`src/rtl/display_counter_ctrl_if.sv`:
```
// Request/result bundle between the counter controller and its driver.
// master drives the count requests; slave is the controller itself.
interface display_counter_ctrl_if;
  logic       somar;
  logic       subtrair;
  logic       load;
  logic [9:0] load_value;
  logic [9:0] contagem;
  logic [11:0] valor;
  logic       busy;

  modport master (
    output somar, subtrair, load, load_value,
    input  contagem, valor, busy
  );

  modport slave (
    input  somar, subtrair, load, load_value,
    output contagem, valor, busy
  );
endinterface

```
`src/rtl/display_counter_ctrl.sv`:
```
// Up/down event counter with an iterative double-dabble converter feeding a 3-digit BCD display.
// Optional macro DISPLAY_COUNTER_WRAP_EN: wrap-around at the limits instead of saturating.
module display_counter_ctrl #(
  parameter int unsigned MAX_VALUE = 999,
  parameter int unsigned STEP      = 1
) (
  input logic              clk,
  input logic              reset,
  display_counter_ctrl_if.slave bus
);

  localparam int unsigned CW = 10;
  localparam int unsigned AW = 11;
  localparam int unsigned BW = 12;
  localparam int unsigned SW = BW + CW;
  localparam int unsigned IW = 4;
  localparam logic [AW-1:0] MAX_A  = AW'(MAX_VALUE);
  localparam logic [AW-1:0] STEP_A = AW'(STEP);
  localparam logic [AW-1:0] SPAN_A = AW'(MAX_VALUE + 1);
  localparam logic [IW-1:0] LAST_ITER = IW'(CW - 1);

  typedef enum logic [1:0] {IDLE, SHIFT, DONE} state_t;

  state_t        state_q, state_d;
  logic [CW-1:0] cnt_q, cnt_d;
  logic [BW-1:0] valor_q, valor_d;
  logic [SW-1:0] sh_q, sh_d;
  logic [IW-1:0] iter_q, iter_d;
  logic          dirty_q, dirty_clr, cnt_wr;
  logic          somar_q, subtrair_q;
  logic          rise_up, rise_dn;
  logic [AW-1:0] ext, sum;
  logic [SW-1:0] adj;

  // Add 3 to every BCD digit that would overflow past 9 on the next shift.
  function automatic logic [BW-1:0] add3(input logic [BW-1:0] b);
    logic [BW-1:0] r;
    r = b;
    for (int n = 0; n < 3; n++) begin
      if (b[n*4 +: 4] >= 4'd5) r[n*4 +: 4] = b[n*4 +: 4] + 4'd3;
    end
    return r;
  endfunction

  assign rise_up = bus.somar & ~somar_q;
  assign rise_dn = bus.subtrair & ~subtrair_q;
  assign ext     = AW'(cnt_q);
  assign sum     = ext + STEP_A;
  assign adj     = {add3(sh_q[SW-1:CW]), sh_q[CW-1:0]};

  // Next count, in priority order: load, simultaneous rise, up, down.
  always_comb begin
    cnt_d  = cnt_q;
    cnt_wr = 1'b0;
    if (bus.load) begin
      cnt_wr = 1'b1;
      cnt_d  = (AW'(bus.load_value) > MAX_A) ? CW'(MAX_A) : bus.load_value;
    end else if (rise_up && rise_dn) begin
      cnt_wr = 1'b0;
    end else if (rise_up) begin
      cnt_wr = 1'b1;
      if (sum > MAX_A) begin
`ifdef DISPLAY_COUNTER_WRAP_EN
        cnt_d = CW'(sum - SPAN_A);
`else
        cnt_d = CW'(MAX_A);
`endif
      end else begin
        cnt_d = CW'(sum);
      end
    end else if (rise_dn) begin
      cnt_wr = 1'b1;
      if (ext < STEP_A) begin
`ifdef DISPLAY_COUNTER_WRAP_EN
        cnt_d = CW'(ext + SPAN_A - STEP_A);
`else
        cnt_d = '0;
`endif
      end else begin
        cnt_d = CW'(ext - STEP_A);
      end
    end
  end

  // Conversion sequencer: snapshot, 10 shift-and-adjust steps, publish.
  always_comb begin
    state_d   = state_q;
    sh_d      = sh_q;
    iter_d    = iter_q;
    valor_d   = valor_q;
    dirty_clr = 1'b0;
    case (state_q)
      IDLE: begin
        if (dirty_q) begin
          sh_d      = {{BW{1'b0}}, cnt_q};
          iter_d    = '0;
          dirty_clr = 1'b1;
          state_d   = SHIFT;
        end
      end
      SHIFT: begin
        sh_d   = {adj[SW-2:0], 1'b0};
        iter_d = iter_q + 1'b1;
        if (iter_q == LAST_ITER) state_d = DONE;
      end
      DONE: begin
        valor_d = sh_q[SW-1:CW];
        state_d = IDLE;
      end
      default: state_d = IDLE;
    endcase
  end

  always_ff @(posedge clk) begin
    if (reset) begin
      state_q    <= IDLE;
      cnt_q      <= '0;
      valor_q    <= '0;
      sh_q       <= '0;
      iter_q     <= '0;
      dirty_q    <= 1'b0;
      somar_q    <= 1'b1;
      subtrair_q <= 1'b1;
    end else begin
      state_q    <= state_d;
      cnt_q      <= cnt_d;
      valor_q    <= valor_d;
      sh_q       <= sh_d;
      iter_q     <= iter_d;
      // A write on the same edge as the snapshot keeps dirty set for a rerun.
      dirty_q    <= cnt_wr | (dirty_q & ~dirty_clr);
      somar_q    <= bus.somar;
      subtrair_q <= bus.subtrair;
    end
  end

  assign bus.contagem = cnt_q;
  assign bus.valor    = valor_q;
  assign bus.busy     = dirty_q | (state_q != IDLE);

endmodule

```
`src/flat_wrapper.sv`:
```
// flat-port wrapper written by rule: the top's interface ports become plain ports
module display_counter_ctrl_flat 
#(
  parameter int unsigned MAX_VALUE = 999,
  parameter int unsigned STEP      = 1
)
  (clk, reset, bus_somar, bus_subtrair, bus_load, bus_load_value, bus_contagem, bus_valor, bus_busy);
  display_counter_ctrl_if bus_i ();
  input logic clk;
  input logic reset;
  input wire logic [$bits(bus_i.somar)-1:0] bus_somar;
  input wire logic [$bits(bus_i.subtrair)-1:0] bus_subtrair;
  input wire logic [$bits(bus_i.load)-1:0] bus_load;
  input wire logic [$bits(bus_i.load_value)-1:0] bus_load_value;
  output wire logic [$bits(bus_i.contagem)-1:0] bus_contagem;
  output wire logic [$bits(bus_i.valor)-1:0] bus_valor;
  output wire logic [$bits(bus_i.busy)-1:0] bus_busy;
  assign bus_i.somar = bus_somar;
  assign bus_i.subtrair = bus_subtrair;
  assign bus_i.load = bus_load;
  assign bus_i.load_value = bus_load_value;
  assign bus_contagem = bus_i.contagem;
  assign bus_valor = bus_i.valor;
  assign bus_busy = bus_i.busy;
  display_counter_ctrl #(.MAX_VALUE(MAX_VALUE), .STEP(STEP)) u_core (.clk(clk), .reset(reset), .bus(bus_i));
endmodule
```
`config.mk`:
```
export PLATFORM = sky130hd
export DESIGN_NAME = display_counter_ctrl_flat
export DESIGN_NICKNAME = d
export VERILOG_FILES = /design/src/rtl/display_counter_ctrl_if.sv /design/src/rtl/display_counter_ctrl.sv /design/src/flat_wrapper.sv
export SDC_FILE = /design/constraint.sdc
export NUM_CORES = 1
export LEC_CHECK = 0
export BUFFER_PORTS_ARGS = -buffer_cell sky130_fd_sc_hd__buf_2
export CAP_MARGIN = 20
export CORE_ASPECT_RATIO = 1.2
export CORE_MARGIN = 3
export CORE_UTILIZATION = 54
export CTS_CLUSTER_SIZE = 40
export DETAILED_ROUTE_END_ITERATION = 8
export GPL_TIMING_DRIVEN = 0
export PLACE_DENSITY = 0.75
export SLEW_MARGIN = 40
export SYNTH_ARGS = -nofsm -noshare
export SYNTH_HDL_FRONTEND = slang
export SYNTH_SLANG_ARGS = --single-unit
export TNS_END_PERCENT = 100
```
`constraint.sdc`:
```
create_clock -name clk -period 3 [get_ports clk]
set_clock_uncertainty 0.2 [all_clocks]
set_input_delay 0.6 -clock clk [delete_from_list [all_inputs] [get_ports clk]]
set_output_delay 0.6 -clock clk [all_outputs]
set_load 0.005 [all_outputs]
```
# Word level (Yosys, flattened, before mapping)
# Index checks and enable logic that the tools add are counted.
# totals
ff_bits	53
in_bits	15
out_inout_bits	23
word_cells	65
# op_classes
add_sub_neg	6
n_lt_le_gt_ge	6
n_eq_ne	6
mux	23
n_bitwise	8
reduce_logical	8
# op_table
operator	count
10-bit 2-to-1 mux	7
22-bit one-hot mux with 2 select lines	1
22-bit 2-to-1 mux	1
4-bit by 3-bit greater-or-equal comparator with 1-bit output, second input constant	3
4-bit 2-to-1 mux	3
10-bit by 1-bit adder with 11-bit output, second input constant	1
11-bit by 10-bit greater-than comparator with 1-bit output, second input constant	1
10-bit greater-than comparator, second input constant	1
10-bit by 1-bit < comparator with 1-bit output, second input constant	1
10-bit by 1-bit subtractor with 10-bit output, second input constant	1
4-bit by 2-bit adder with 4-bit output, second input constant	2
4-bit one-hot mux with 2 select lines	1
1-bit 2-to-1 mux	6
2-bit AND reduction	3
4-bit by 1-bit adder with 4-bit output, second input constant	1
4-bit == test, second input constant	1
2-bit 2-to-1 mux	2
2-bit by 1-bit != test with 1-bit output, second input constant	2
2-bit one-hot mux with 2 select lines	1
2-bit nonzero test	2
3-bit by 2-bit adder with 3-bit output, second input constant	1
1-bit bitwise AND	3
3-bit 2-to-1 mux	1
1-bit NOT	3
7 further kinds	8

# Longest topological paths before layout
# logic_depth
word_depth	7
depth_mapped	10
depth_no_buf	8

# Least setup slack after synthesis
# Ideal clock, no wire load.
# synth_timing
path_kind	input to register
start	input bus_somar
end	register u_core.cnt_q[4], in the netlist u_core.bus.contagem[4]
setup_ns	0.075
arrival_ns	2.379
required_ns	2.725
path_slack_ns	0.347
path_stages	10
n_path_buf	2
cell_sequence	nand2b_1 > clkbuf_1 > inv_1 > buf_2 > ha_1 > a21o_1 > nand2_1 > o21bai_1 > or4_1 > o22ai_1
# synth_via
elab_chain_cells	4
elab_cells_between_ends	8
classes_between	1 x eq/ne; 3 x mux; 1 x bitwise; 3 x reduce/logical
# synth_rtl
element	line	text
from (decl)	flat_wrapper.sv:11	input wire logic [$bits(bus_i.somar)-1:0] bus_somar;
1-bit bitwise AND *	display_counter_ctrl.sv:45	assign rise_up = bus.somar & ~somar_q;
10-bit 2-to-1 mux / 1-bit logical AND (equally long branches)	display_counter_ctrl.sv:60, display_counter_ctrl.sv:58	
10-bit 2-to-1 mux / 2-bit != test (equally long branches)	n/a	
10-bit 2-to-1 mux / 2-bit AND reduction (equally long branches)	n/a	
to (signal assigned)	display_counter_ctrl.sv:126	cnt_q <= cnt_d;
to (decl)	display_counter_ctrl.sv:25	logic [CW-1:0] cnt_q, cnt_d;
# Mark *: on every way between the ends. The rest lies on a longest branch, timed or not. The select of a mux whose other input is x is not followed.
# A chain may end at the register's enable or synchronous reset.

# Final worst setup path
# Ends and elaborated chain as after synthesis.

==> results.cfg <==
[drt]
vias_per_cell = 6.17
drc = 0
drt_wl_total_mm = 8.43
vias = 3239
drt_pass1_iterations = 5
drtAntennaViolNets = 0
wl_per_cell_um = 16.1
drt_iter0_markers = 271

[clock_network]
ctsResizeCount = 0
clkLatencyLatePin_ns = 0.31
cts_made_buffers = 5
clkTransAtPathRegs_ns = 0.10
cts-root-buf = clkbuf_8
cts.sinks = 53
postCtsHoldBufs = 0
tritoncts = built
clockBufferDepth = 2
h-tree-depth = 2
cts_setup_buffers = 0

[global_route]
grt_overflow = 0
grt_pass1_wl_mm = 13.9
grt_max_degree = 17
grt_antenna_before_repair = 0
track_usage = 0.264
grt_pass1_vias = 2984

[synthesis]
synth.distinct_cells = 58
async_flop_share = 0
synth_edf_count = 0
syn-mean-instance-area_sq_um = 7.49
yosys_warnings = 0
seq_area_frac_synth = 0.338
synth_seq_cells = 53
synth_area_sq_um = 3140
synth_cells = 419
synth.net_count = 446
ys.flop_type = dfxtp_1

[setup_path]
reg2regPathDepth = 9
worstPathRequired_ns = 3.03
end_kind = register
cp-start-kind = input pin
cp.arrival_ns = 2.77
r2r_end = u_core.bus.contagem[7]
rr_startpoint = u_core.bus.contagem[1]
crit_type = in -> reg
r2r_setup_slack_ns = 0.29
path_max_fanout = 10

[placement]
place_area_sq_um = 3400
place.gp.congestion = 0.949
hpwl_mm = 6.04
io_buffers = 36
dp_cells = 517

[timing]
tightestPinTransition_ns = 0.664
max_freq_ghz = 0.365
hold_ws_ns = 0.255
setup_violations = 0
slew_headroom = 0.552
finalCriticalPeriod_ns = 2.74
fin_crit_sh = 0.913
hold_viol = 0
maxSlewViolCount = 0
rsz0062_at_grt = false

[floorplanning]
core-area_sq_um = 5440
row_count = 29
initial_core_util = 0.577
die_w_um = 75.6
ios = 38
die_h_um = 89.5
die-area_sq_um = 6770

[min_path]
min_path_cells = 2
hp-start = u_core.bus.valor[3]
worstHoldPathType = reg -> reg
hold-path-endpoint = u_core.bus.valor[3]

[power_and_ir_drop]
p_leak_nw = 1.41
p_int_mw = 1.21
combPwrFrac = 0.212
seq_power_share = 0.449
p_sw_uw = 489
pwr-share-clk = 0.339
vdd_drop_max_mv = 0.338
p_sw_frac = 0.288
powerDensity_nw_per_um2 = 478

[layout]
postLayoutCellArea_sq_um = 3550
layout_common_cells = 61 x nor2_1, 53 x dfxtp_1, 43 x buf_2
final_util = 0.652
diodes = 0
num-nets-final = 489
layout_commonest_cell = nor2_1
syn_to_final_growth_pct = 13.0
num-fill-cells = 497
drive_gt1_frac = 0.149
stdcell_count = 525

[outcome]
status = complete, no violations

[run]
drv_cap = 0
-- metrics by stage --
stage	TNS, ns	setup slack, ns	power (mW)
finish	0	0.261	1.70
detailed placement	-0.429	-0.166	1.13
global placement	-0.259	-0.170	1.12
CTS	0	0.0712	1.70
floorplan	0	0.347	1.03
global route	0	0.0801	1.78
-- Yosys cell counts, types with 3 or more instances --
library cell,count,area share
xnor2_1,7,0.020
dfxtp_1,53,0.34
nand4_1,3,0.0060
ha_1,12,0.048
nor3_1,19,0.030
or2_2,3,0.0060
nor2b_1,12,0.024
nand3_1,9,0.014
a211oi_1,3,0.0072
or3_1,3,0.0060
a21o_1,4,0.0096
a22oi_1,10,0.024
o31ai_1,5,0.012
o22ai_1,4,0.0080
nand2_1,40,0.048
nor2_1,61,0.073
a21oi_1,38,0.061
nor4_1,5,0.010
buf_2,7,0.011
clkbuf_1,21,0.025
xor2_1,5,0.014
nand2b_1,7,0.014
o21ai_0,19,0.030
a31oi_1,3,0.0060
a311oi_1,3,0.0084
inv_1,18,0.022
o31a_1,3,0.0084
-- power by group through the flow --
stage	clock network [mW]	registers [mW]	logic (mW)
floorplan	0	0.772	0.256
global placement	0	0.777	0.346
detailed placement	0	0.778	0.349
CTS	0.584	0.762	0.351
global route	0.610	0.766	0.404
finish	0.575	0.762	0.359
-- flip-flops by register name, indices dropped and copies added (netlist names) --
name / cells
u_core.subtrair_q: 1
u_core.bus.contagem: 10
u_core.dirty_q: 1
u_core.state_q: 2
u_core.iter_q: 4
u_core.bus.valor: 12
u_core.sh_q: 22
u_core.somar_q: 1
-- worst max-delay path by stage --
| stage | from | endpoint | cells after the start |
|---|---|---|---|
| 3_5_place_dp | bus_somar | u_core.bus.contagem[4] | 11 |
| 4_1_cts | u_core.bus.contagem[0] | u_core.bus.contagem[7] | 9 |
| 2_1_floorplan | bus_somar | u_core.bus.contagem[4] | 10 |
| 6_report | bus_somar | u_core.bus.contagem[4] | 11 |
| 3_3_place_gp | bus_somar | u_core.bus.contagem[4] | 11 |
| 5_1_grt | u_core.bus.contagem[1] | u_core.bus.contagem[0] | 9 |
-- kinds of logic after synthesis --
kind of cell	count (synthesis)	synth area share
AND/OR/NAND/NOR	173	0.264
AO/OA/AOI/OAI	117	0.245
adder cells (fa/ha/maj)	12	0.0478
XOR/XNOR	12	0.0335
flip-flops	53	0.338
buffers and inverters	51	0.0678
multiplexers	1	0.00359
-- per-layer routing --
layer	global-route usage	wire, um	vias up
met5	0	0	-
met4	0.126	287	0
met3	0.0382	380	28
met2	0.461	4220	104
met1	0.313	3550	1550
li1	-	-	1557
-- area by class of cell --
type	count	area, sq um	area share
buffer	32	143	0.0402
clock buffer	5	68.8	0.0194
clock inverter	3	65.1	0.0183
inverter	19	71.3	0.0201
multi-input combinational	315	1880	0.530
sequential	53	1060	0.299
tap	62	77.6	0.0219
timing repair buffer	36	180	0.0508
-- worst max-delay path, stage by stage --
cell and delay [ns]:
buf_2 0.11, nand2b_1 0.09, clkbuf_2 0.25, inv_1 0.08, buf_2 0.21, ha_1 0.25, a21o_1 0.20, nand2_1 0.23
o21bai_1 0.11, or4_1 0.46, o22ai_1 0.17
No activity file was read; power rests on OpenSTA's default activity.
